$ cat src/rtl/ula_pkg.sv
// Shared opcode constants, FSM state type and flag helpers for the multi-cycle ALU.
package ula_pkg;

   // Opcode class, OP[4:3]
   localparam logic [1:0] CLS_ARITH   = 2'b00;
   localparam logic [1:0] CLS_LOGIC   = 2'b01;
   localparam logic [1:0] CLS_SHIFT   = 2'b10;
   localparam logic [1:0] CLS_ILLEGAL = 2'b11;

   // Arithmetic operations, OP[2:0]
   localparam logic [2:0] OP_ADD = 3'd0;
   localparam logic [2:0] OP_SUB = 3'd1;
   localparam logic [2:0] OP_INC = 3'd2;
   localparam logic [2:0] OP_DEC = 3'd3;
   localparam logic [2:0] OP_ADC = 3'd4;

   // Logic operations, OP[2:0]
   localparam logic [2:0] OP_AND   = 3'd0;
   localparam logic [2:0] OP_OR    = 3'd1;
   localparam logic [2:0] OP_XOR   = 3'd2;
   localparam logic [2:0] OP_NAND  = 3'd3;
   localparam logic [2:0] OP_NOR   = 3'd4;
   localparam logic [2:0] OP_NOT   = 3'd5;
   localparam logic [2:0] OP_PASSA = 3'd6;
   localparam logic [2:0] OP_PASSB = 3'd7;

   // Shift operations, OP[2:0]; codes 1xx are illegal
   localparam logic [2:0] OP_SLL = 3'd0;
   localparam logic [2:0] OP_SRL = 3'd1;
   localparam logic [2:0] OP_SRA = 3'd2;
   localparam logic [2:0] OP_ROL = 3'd3;

   typedef enum logic [1:0] {IDLE, BUSY, HOLD} state_t;

   // Signed overflow from operand and result sign bits
   function automatic logic add_ovf(input logic sa, input logic sb, input logic sr);
      return (sa == sb) && (sr != sa);
   endfunction

   function automatic logic sub_ovf(input logic sa, input logic sb, input logic sr);
      return (sa != sb) && (sr != sa);
   endfunction

endpackage

$ cat src/rtl/ula_core.sv
// Combinational evaluation of single-cycle arithmetic/logic ops and opcode legality.
// Legal shift opcodes report no error here; the iteration itself lives in ula_mc.
module ula_core
   import ula_pkg::*;
#(
   parameter int BITS = 16
) (
   input  logic [BITS-1:0] a,
   input  logic [BITS-1:0] b,
   input  logic [4:0]      op,
   input  logic            cf,
   output logic [BITS-1:0] res,
   output logic            ovf,
   output logic            carry,
   output logic            err
);

   localparam logic [BITS-1:0] ONE = {{(BITS-1){1'b0}}, 1'b1};

   logic [BITS:0] sum;

   // Decode class and operation; illegal codes leave res at zero with err set
   always_comb begin
      res   = '0;
      ovf   = 1'b0;
      carry = 1'b0;
      err   = 1'b0;
      sum   = '0;
      case (op[4:3])
         CLS_ARITH: begin
            case (op[2:0])
               OP_ADD: begin
                  sum   = {1'b0, a} + {1'b0, b};
                  res   = sum[BITS-1:0];
                  carry = sum[BITS];
                  ovf   = add_ovf(a[BITS-1], b[BITS-1], res[BITS-1]);
               end
               OP_SUB: begin
                  res   = a - b;
                  carry = (a < b);
                  ovf   = sub_ovf(a[BITS-1], b[BITS-1], res[BITS-1]);
               end
               OP_INC: begin
                  sum   = {1'b0, a} + {1'b0, ONE};
                  res   = sum[BITS-1:0];
                  carry = sum[BITS];
                  ovf   = add_ovf(a[BITS-1], 1'b0, res[BITS-1]);
               end
               OP_DEC: begin
                  res   = a - ONE;
                  carry = (a < ONE);
                  ovf   = sub_ovf(a[BITS-1], 1'b0, res[BITS-1]);
               end
               OP_ADC: begin
                  sum   = {1'b0, a} + {1'b0, b} + {{BITS{1'b0}}, cf};
                  res   = sum[BITS-1:0];
                  carry = sum[BITS];
                  ovf   = add_ovf(a[BITS-1], b[BITS-1], res[BITS-1]);
               end
               default: err = 1'b1;
            endcase
         end
         CLS_LOGIC: begin
            case (op[2:0])
               OP_AND:   res = a & b;
               OP_OR:    res = a | b;
               OP_XOR:   res = a ^ b;
               OP_NAND:  res = ~(a & b);
               OP_NOR:   res = ~(a | b);
               OP_NOT:   res = ~a;
               OP_PASSA: res = a;
               default:  res = b;
            endcase
         end
         CLS_SHIFT: err = op[2];
         default:   err = 1'b1;
      endcase
   end

endmodule

$ cat src/rtl/ula_mc.sv
// Multi-cycle ALU: operand/result handshake, bit-serial shifter, flag and carry registers.
module ula_mc
   import ula_pkg::*;
#(
   parameter int BITS = 16,
   parameter int SHW  = $clog2(BITS)
) (
   input  logic            CLK,
   input  logic            RST,
   input  logic [BITS-1:0] A,
   input  logic [BITS-1:0] B,
   input  logic [4:0]      OP,
   input  logic            IN_VALID,
   output logic            IN_READY,
   output logic            OUT_VALID,
   input  logic            OUT_READY,
   output logic [BITS-1:0] RESU,
   output logic            O,
   output logic            C,
   output logic            S,
   output logic            Z,
   output logic            ERR
);

   state_t          state_q, state_d;
   logic [BITS-1:0] sh_q, sh_d;
   logic [SHW-1:0]  cnt_q, cnt_d;
   logic [2:0]      sop_q, sop_d;
   logic [BITS-1:0] resu_q, resu_d;
   logic            o_q, o_d, c_q, c_d, s_q, s_d, z_q, z_d, err_q, err_d;
   logic            cf_q, cf_d;
   logic            upd_q, upd_d;  // held result updates CF on hand-off

   logic            accept, handoff, cf_eff, is_shift;
   logic [SHW-1:0]  amt;
   logic [BITS-1:0] core_res, sh_next, ld_res;
   logic            core_o, core_c, core_err, sh_out;
   logic            ld_en, ld_o, ld_c, ld_err, ld_upd;

   assign IN_READY  = (state_q == IDLE) || ((state_q == HOLD) && OUT_READY);
   assign OUT_VALID = (state_q == HOLD);
   assign accept    = IN_VALID && IN_READY;
   assign handoff   = (state_q == HOLD) && OUT_READY;
   // Forward the carry being handed off so a back-to-back ADDC sees it
   assign cf_eff    = (handoff && upd_q) ? c_q : cf_q;
   assign is_shift  = (OP[4:3] == CLS_SHIFT) && !OP[2];
   assign amt       = B[SHW-1:0];

   assign RESU = resu_q;
   assign O    = o_q;
   assign C    = c_q;
   assign S    = s_q;
   assign Z    = z_q;
   assign ERR  = err_q;

   ula_core #(
      .BITS (BITS)
   ) u_core (
      .a     (A),
      .b     (B),
      .op    (OP),
      .cf    (cf_eff),
      .res   (core_res),
      .ovf   (core_o),
      .carry (core_c),
      .err   (core_err)
   );

   // One-bit shift step of the working value
   always_comb begin
      sh_next = sh_q;
      sh_out  = 1'b0;
      case (sop_q)
         OP_SLL: begin
            sh_out  = sh_q[BITS-1];
            sh_next = {sh_q[BITS-2:0], 1'b0};
         end
         OP_SRL: begin
            sh_out  = sh_q[0];
            sh_next = {1'b0, sh_q[BITS-1:1]};
         end
         OP_SRA: begin
            sh_out  = sh_q[0];
            sh_next = {sh_q[BITS-1], sh_q[BITS-1:1]};
         end
         default: begin
            sh_out  = sh_q[BITS-1];
            sh_next = {sh_q[BITS-2:0], sh_q[BITS-1]};
         end
      endcase
   end

   // Next state, shift iteration and result/flag loading
   always_comb begin
      state_d = state_q;
      sh_d    = sh_q;
      cnt_d   = cnt_q;
      sop_d   = sop_q;
      resu_d  = resu_q;
      o_d     = o_q;
      c_d     = c_q;
      s_d     = s_q;
      z_d     = z_q;
      err_d   = err_q;
      upd_d   = upd_q;
      cf_d    = cf_eff;
      ld_en   = 1'b0;
      ld_res  = '0;
      ld_o    = 1'b0;
      ld_c    = 1'b0;
      ld_err  = 1'b0;
      ld_upd  = 1'b0;

      case (state_q)
         BUSY: begin
            sh_d  = sh_next;
            cnt_d = cnt_q - SHW'(1);
            if (cnt_q == SHW'(1)) begin
               state_d = HOLD;
               ld_en   = 1'b1;
               ld_res  = sh_next;
               ld_c    = sh_out;
               ld_upd  = 1'b1;
            end
         end
         HOLD: begin
            if (OUT_READY) state_d = IDLE;
         end
         default: ;
      endcase

      if (accept) begin
         if (is_shift && (amt != '0)) begin
            state_d = BUSY;
            sh_d    = A;
            cnt_d   = amt;
            sop_d   = OP[2:0];
         end else begin
            state_d = HOLD;
            ld_en   = 1'b1;
            if (is_shift) begin
               // Zero-length shift passes A through with no carry
               ld_res = A;
               ld_upd = 1'b1;
            end else begin
               ld_res = core_res;
               ld_o   = core_o;
               ld_c   = core_c;
               ld_err = core_err;
               ld_upd = (OP[4:3] == CLS_ARITH) && !core_err;
            end
         end
      end

      if (ld_en) begin
         resu_d = ld_res;
         o_d    = ld_o;
         c_d    = ld_c;
         s_d    = ld_res[BITS-1];
         z_d    = (ld_res == '0);
         err_d  = ld_err;
         upd_d  = ld_upd;
      end
   end

   // State and output registers with synchronous reset
   always_ff @(posedge CLK) begin
      if (RST) begin
         state_q <= IDLE;
         sh_q    <= '0;
         cnt_q   <= '0;
         sop_q   <= '0;
         resu_q  <= '0;
         o_q     <= 1'b0;
         c_q     <= 1'b0;
         s_q     <= 1'b0;
         z_q     <= 1'b1;
         err_q   <= 1'b0;
         cf_q    <= 1'b0;
         upd_q   <= 1'b0;
      end else begin
         state_q <= state_d;
         sh_q    <= sh_d;
         cnt_q   <= cnt_d;
         sop_q   <= sop_d;
         resu_q  <= resu_d;
         o_q     <= o_d;
         c_q     <= c_d;
         s_q     <= s_d;
         z_q     <= z_d;
         err_q   <= err_d;
         cf_q    <= cf_d;
         upd_q   <= upd_d;
      end
   end

endmodule
$ cat config.mk
export PLATFORM = sky130hd
export DESIGN_NAME = ula_mc
export DESIGN_NICKNAME = d
export VERILOG_FILES = /design/src/rtl/ula_pkg.sv /design/src/rtl/ula_core.sv /design/src/rtl/ula_mc.sv
export SDC_FILE = /design/constraint.sdc
export NUM_CORES = 1
export LEC_CHECK = 0
export ABC_CLOCK_PERIOD_IN_PS = 9500
export CAP_MARGIN = 20
export CORE_AREA = 2 2 121 123
export CTS_BUF_LIST = sky130_fd_sc_hd__clkbuf_4 sky130_fd_sc_hd__clkbuf_8
export CTS_CLUSTER_SIZE = 14
export DETAILED_ROUTE_END_ITERATION = 8
export DIE_AREA = 0 0 123 125
export PLACE_DENSITY = 0.77
export SLEW_MARGIN = 20
export SYNTH_ARGS = -nofsm -noshare
export SYNTH_HDL_FRONTEND = slang
export SYNTH_HIERARCHICAL = 1
export SYNTH_SLANG_ARGS = --single-unit
$ cat constraint.sdc
create_clock -name CLK -period 9.5 [get_ports CLK]
set_input_delay 1.9 -clock CLK [delete_from_list [all_inputs] [get_ports CLK]]
set_output_delay 1.9 -clock CLK [all_outputs]
set_load 0.005 [all_outputs]
==> results of run 1 <==
## state kept, by name, summed over array words and instances (netlist names)
| signal | cells |
|---|---|
| upd_q | 1 |
| sh_q | 16 |
| ERR | 1 |
| O | 1 |
| C | 1 |
| RESU | 16 |
| cnt_q | 4 |
| cf_q | 1 |
| Z | 1 |
| state_q | 2 |
| sop_q | 3 |
## worst max-delay path: cells and delay by family
family / cells / cell delay [ns]
compound gates: 11 / 2.43
fa+ha+maj: 2 / 0.79
buf+inv: 2 / 0.76
simple gates: 3 / 0.97
## Yosys cell counts, types with 8 or more instances
cell | n | area share [%]
buf_2 | 8 | 0.60
nand2_1 | 106 | 6.0
a21oi_1 | 67 | 5.0
inv_1 | 56 | 3.2
nor2_1 | 88 | 5.0
a21o_1 | 9 | 1.0
o211ai_1 | 14 | 1.6
ha_1 | 56 | 11
nand2b_1 | 10 | 0.94
nor2b_1 | 13 | 1.2
o22ai_1 | 45 | 4.2
dfxtp_1 | 47 | 14
o21ai_0 | 40 | 3.0
o221ai_1 | 20 | 2.6
xnor2_1 | 51 | 6.7
nor3_1 | 22 | 1.7
nand4_1 | 8 | 0.75
a221oi_1 | 18 | 2.4
clkbuf_1 | 51 | 2.9
nand3_1 | 26 | 2.0
mux2i_1 | 29 | 4.4
a31oi_1 | 11 | 1.0
## final cells by class
| class | instances | area [um^2] | share of cell area [%] |
|---|---|---|---|
| clock inverters | 1 | 5.00 | 0.0678 |
| inverters | 58 | 218 | 2.95 |
| well taps | 184 | 230 | 3.12 |
| repair buffers | 74 | 708 | 9.59 |
| clock buffers | 6 | 82.6 | 1.12 |
| flip-flops and latches | 47 | 941 | 12.7 |
| multi-input cells | 766 | 5200 | 70.4 |
## layer usage
| metal | GRT usage (%) | part of all wire, % | wire length (um) | up-vias |
|---|---|---|---|---|
| met2 | 42.9 | 44 | 9710 | 421 |
| li1 | - | - | - | 3464 |
| met1 | 39.1 | 43 | 9470 | 3459 |
| met4 | 8.22 | 2.7 | 588 | 0 |
| met3 | 5.52 | 10 | 2310 | 61 |
| met5 | 0 | 0 | 0 | - |
## power by group
part	switching, mW	internal (mW)
logic	0.208	0.142
clock network	0.0672	0.0572
registers	0.00882	0.207
total	0.284	0.407
## layout by cell type, fill, tap and decap left out, types with 4 or more instances in the layout
master	n
nor2b_1	13
nor4_1	6
o22a_1	7
a311o_1	4
nand4_1	8
clkdlybuf4s50_1	62
nor2_1	87
nand2b_1	10
nor3_1	21
a22oi_1	5
o22ai_1	45
a31oi_1	11
a221oi_1	18
nand2_1	106
xor2_1	7
o31ai_1	6
a211oi_1	7
buf_4	11
o221ai_1	20
dfxtp_1	47
nor3b_1	4
and2_1	7
clkbuf_8	6
a21o_1	9
inv_1	56
xnor2_1	51
o21ai_0	40
a21oi_1	67
ha_1	56
o2111ai_1	5
o21a_1	6
mux2i_1	29
and3_1	4
o211ai_1	14
nand3_1	26
## logic make-up after synthesis
| kind of cell | count (synthesis) |
|---|---|
| multiplexers | 32 |
| adder cells (fa/ha/maj) | 58 |
| flip-flops | 47 |
| XOR/XNOR | 59 |
| AND/OR/NAND/NOR | 314 |
| AO/OA/AOI/OAI | 303 |
| buffers and inverters | 127 |
## final timing paths
| path | startpoint | endpoint |
|---|---|---|
| setup / recovery | A[0] | Z$_SDFFE_PP1P_ |
| hold / removal | RESU[8]$_SDFFE_PP0P_ | RESU[8]$_SDFFE_PP0P_ |
| setup reg to reg | state_q[1]$_SDFFE_PP0P_ | Z$_SDFFE_PP1P_ |
| hold reg to reg | RESU[8]$_SDFFE_PP0P_ | RESU[8]$_SDFFE_PP0P_ |
## through the flow
step           cells  hold WS [ns]  power, mW  worst slack [ns]  area [um^2]
2_1_floorplan    940         0.453      0.462              3.93         6660
3_3_place_gp    1129         0.448      0.556              2.80         7300
3_5_place_dp    1129         0.448      0.560              2.67         7300
4_1_cts         1136         0.458      0.683              2.98         7390
5_1_grt         1136         0.486      0.728              2.61         7390
6_report        1136         0.457      0.691              2.86         7390
==> results_dict.tcl, run 1 <==
set metrics [dict create \
    synth_flop_cell "dfxtp_1" \
    fin_util_pct 52.0 \
    setup_violations 0 \
    grt_setup_unrepaired "no" \
    syn_area_per_cell_um2 7.08 \
    required_ns 9.73 \
    synth-seq-area-share_pct 14.1 \
    synth_fp_nets 1039 \
    fillCellCount 1428 \
    clock_path_buffers 2 \
    cts_root_buf "clkbuf_8" \
    drt_wl_total_um 22100 \
    cts_resized 0 \
    setup_tns_ns 0 \
    cts.clk_slew.worst_paths_ns 0.08 \
    crit_type "in -> reg" \
    hold_violations 0 \
    vias_per_cell 6.52 \
    grt_pass1_vias 6789 \
    antenna_cells 0 \
    holdCritPathClass "reg -> reg" \
    worst_slew_pin_slew_ns 0.978 \
    rows 44 \
    grt_max_degree 61 \
    core_um2 14200 \
    postRouteAntennaNets 0 \
    synth_compound_area_share_pct 32.0 \
    die_w_um 123 \
    drc_errors 0 \
    crit_path_end_kind "flop" \
    peakVddDrop_v 0.0000513 \
    synth-xor-area-share_pct 7.87 \
    cts_hold_buf 0 \
    dieArea_um2 15400 \
    rrSetupSlack_ns 5.84 \
    drt_iter0_markers 912 \
    layout_min_cycle_time_ns 6.64 \
    gp_congestion 0.961 \
    track_usage_pct 27.8 \
    synth_top_family_by_area "compound AO/OA/AOI/OAI gates" \
    synthSimpleGateAreaFrac_pct 22.0 \
    netlist_area_um2 6660 \
    wl_per_cell_um 19.4 \
    die_h_um 125 \
    cts_buffers 5 \
    synth_mux_area_share_pct 4.87 \
    syn2layout_area_growth_pct 11.0 \
    synth_warnings 6 \
    drt-pass1-iter-count 6 \
    antenna_found_initial 0 \
    ios 64 \
    synth-edff-count 0 \
    clock_sinks 47 \
    slew_headroom_pct 34.8 \
    fmaxAchievable_ghz 0.151 \
    cts_tree "yes" \
    status "complete, no violations" \
    clock_skew_ns 0.00339 \
    cp.arrival_ns 6.87 \
    slowest_stage "clkdlybuf4s50_1" \
    synthDistinctLibCells 76 \
    cap_violations 0 \
    critical_path.startpoint_type "input port" \
    cts_setup_buffers 0 \
    cp_slowest_stage_delay_ns 0.68 \
    p_per_area_nw_per_um2 93.5 \
    vias 7405 \
    grt_pass1_wl_um 34800 \
    htree_levels 2 \
    cp_common_cell "o21ai_0" \
    hold_depth 2 \
    clkLatencyLatePin_ns 0.30 \
    drive_gt1_share_pct 4.73 \
    path_max_fanout 8 \
    synthCells 940 \
    io_buffers 63 \
    async_flop_share_pct 0 \
    p_leak_nw 2.80 \
    synth_adder_area_share_pct 11.1 \
    nets 1051 \
    period_share_pct 69.9 \
    slew_viol_final 0 \
    synth-seq-cells 47 \
    overflow 0 \
    ff2ff_path_depth 15 \
    path_cells "clkdlybuf4s50_1, ha_1, inv_1, fa_1, nor2b_4, o2111ai_2, a311oi_1, o2111ai_1, and2_1, o31ai_1, o21ai_0, a22o_1, a22oi_1, o21ai_0, a211oi_1, a41oi_1, or4_1, o31ai_2" \
    initial_core_util_pct 46.9 \
    dpl.hpwl_um 15900 \
]
(Power assumes the default switching activity.)
==> inputs of run 2 (changes only) <==
Settings changed: ABC_CLOCK_PERIOD_IN_PS 9500 to 5900, PLACE_DENSITY 0.77 to 0.8.
Clock period 9.5 ns to 5.9 ns, I/O delays scaled along.
==> run 2 against run 1 <==
  * Via count up 1.6%
  * Utilization grew 1.2 points
  * Clock skew rose by 0.0072 ns
  * Clock power rose by 65%
  * Global-route usage rose by 0.33 points
  * Highest routed layer unchanged
  * Largest cell class unchanged
  * Sequential share of layout area fell by 0.30 points
  * Count of clock-buffer cells in the layout stayed put
  * Hold slack about the same
  * First-iteration DRC count up 10%
  * Final area up 2.4%
  * Critical path depth stayed put
==> results_dict.tcl, run 2 (synthesis gave the netlist of run 1 again) <==
set metrics [dict create \
    status "complete, no violations" \
    nets 1076 \
    clock_path_buffers 2 \
    drive_gt1_share_pct 7.27 \
    grt_pass1_vias 6932 \
    cp_slowest_stage_delay_ns 0.59 \
    cts_root_buf "clkbuf_8" \
    slowest_stage "or4_1" \
    required_ns 6.13 \
    core_um2 14200 \
    die_w_um 123 \
    mostFrequentLayoutCells "nand2_1, nor2_1, a21oi_1" \
    cts_tree "yes" \
    wl_per_cell_um 18.9 \
    vias_per_cell 6.48 \
    clock_skew_ns 0.0106 \
    cts_resized 0 \
    clkLatencyLatePin_ns 0.31 \
    cp_common_cell "a41oi_1" \
    fillCellCount 1412 \
    cts_setup_buffers 0 \
    cts_hold_buf 0 \
    vias 7525 \
    cts_buffers 5 \
    peakVddDrop_v 0.0000755 \
    dieArea_um2 15400 \
    die_h_um 125 \
    rows 44 \
    slew_viol_final 0 \
    mostFrequentLayoutCell "nand2_1" \
    path_cells "clkdlybuf4s50_1, ha_1, inv_1, fa_1, nor2b_4, o2111ai_2, and4b_1, or3_4, a2111oi_4, nand4_2, nor2_1, xnor2_1, a41oi_1, o21ai_0, a211oi_1, a41oi_1, or4_1, o31ai_2" \
    drt-pass1-iter-count 8 \
    drt_iter0_markers 1007 \
    grt_setup_unrepaired "no" \
    dpl.cell_count 1154 \
    p_leak_nw 2.92 \
    track_usage_pct 28.2 \
    io_buffers 63 \
    hold_violations 0 \
    clock_sinks 47 \
    antenna_found_initial 0 \
    setup_violations 0 \
    crit_path_end_kind "flop" \
    p_per_area_nw_per_um2 149 \
    critical_path.startpoint_type "input port" \
    fmaxAchievable_ghz 0.180 \
    final_cells 1161 \
    worst_slew_pin_slew_ns 1.10 \
    cap_violations 0 \
    dpl.hpwl_um 16600 \
    holdCritPathClass "reg -> reg" \
    period_share_pct 94.3 \
    overflow 0 \
    initial_core_util_pct 46.9 \
    slew_headroom_pct 25.7 \
    drc_errors 0 \
    ios 64 \
    cp.arrival_ns 5.79 \
    grt_pass1_wl_um 35200 \
    antenna_cells 0 \
    htree_levels 2 \
    path_max_fanout 4 \
    cts.clk_slew.worst_paths_ns 0.09 \
    setup_tns_ns 0 \
    gp_congestion 0.930 \
    crit_type "in -> reg" \
    layout_min_cycle_time_ns 5.56 \
    drt_wl_total_um 21900 \
    postRouteAntennaNets 0 \
    grt_max_degree 48 \
    syn2layout_area_growth_pct 13.6 \
]
==> run 2: critical path: cells and delay by family <==
kind / cells / cell delay, ns
compound gates: 7 / 1.48
xor+xnor: 1 / 0.08
buf+inv: 2 / 0.63
simple gates: 6 / 1.71
fa+ha+maj: 2 / 0.71
==> run 2: path summary, 6_finish.rpt <==
| path | from | endpoint | slack, ns | cells past startpoint |
|---|---|---|---|---|
| max | B[0] | Z$_SDFFE_PP1P_ | 0.34 | 18 |
| min | RESU[8]$_SDFFE_PP0P_ | RESU[8]$_SDFFE_PP0P_ | 0.46 | 2 |
| max reg2reg | state_q[1]$_SDFFE_PP0P_ | Z$_SDFFE_PP1P_ | 2.17 | 15 |
| min reg2reg | RESU[8]$_SDFFE_PP0P_ | RESU[8]$_SDFFE_PP0P_ | 0.46 | 2 |
==> run 2: area by class of cell <==
cell class | count | area [um^2] | area share [%]
clock inverter | 1 | 5.00 | 0.0662
tap | 184 | 230 | 3.04
timing repair buffer | 99 | 891 | 11.8
multi-input combinational | 766 | 5200 | 68.7
clock buffer | 6 | 82.6 | 1.09
sequential | 47 | 941 | 12.4
inverter | 58 | 218 | 2.88
==> run 2: metrics by stage <==
step                      hold WS (ns)  cell area (um^2)  setup WS [ns]  utilization (%)  power (mW)
after floorplan                  0.453              6660           1.05                -       0.744
after detailed placement         0.451              7480         0.0652             52.6       0.916
after global placement           0.445              7480          0.144             52.6       0.909
final                            0.457              7560          0.337             53.3        1.13
after CTS                        0.463              7560          0.367             53.3        1.12
after global routing             0.480              7560         0.0481             53.3        1.19
==> run 2: per-layer routing <==
metal  global-route usage [%]  share of wire (%)  wire length [um]  vias to the layer above
met5                        0                  0                 0                        -
met4                     10.6                3.4               739                        0
met3                     4.38                 10              2290                       73
met2                     43.6                 45              9780                      443
met1                     39.2                 42              9140                     3483
li1                         -                  -                 -                     3526
==> run 2: report_power, final <==
part | switching [mW] | internal, mW | leakage [nW]
combinational | 0.334 | 0.242 | 2.49
sequential | 0.0154 | 0.334 | 0.382
clock | 0.113 | 0.0922 | 0.0470
total | 0.462 | 0.668 | 2.92
==> inputs of run 3 (changes only) <==
Settings changed: SKIP_LAST_GASP from default to 1.
==> results of run 3 <==
No change in the layout: final DEF, timing and power equal those of run 2.
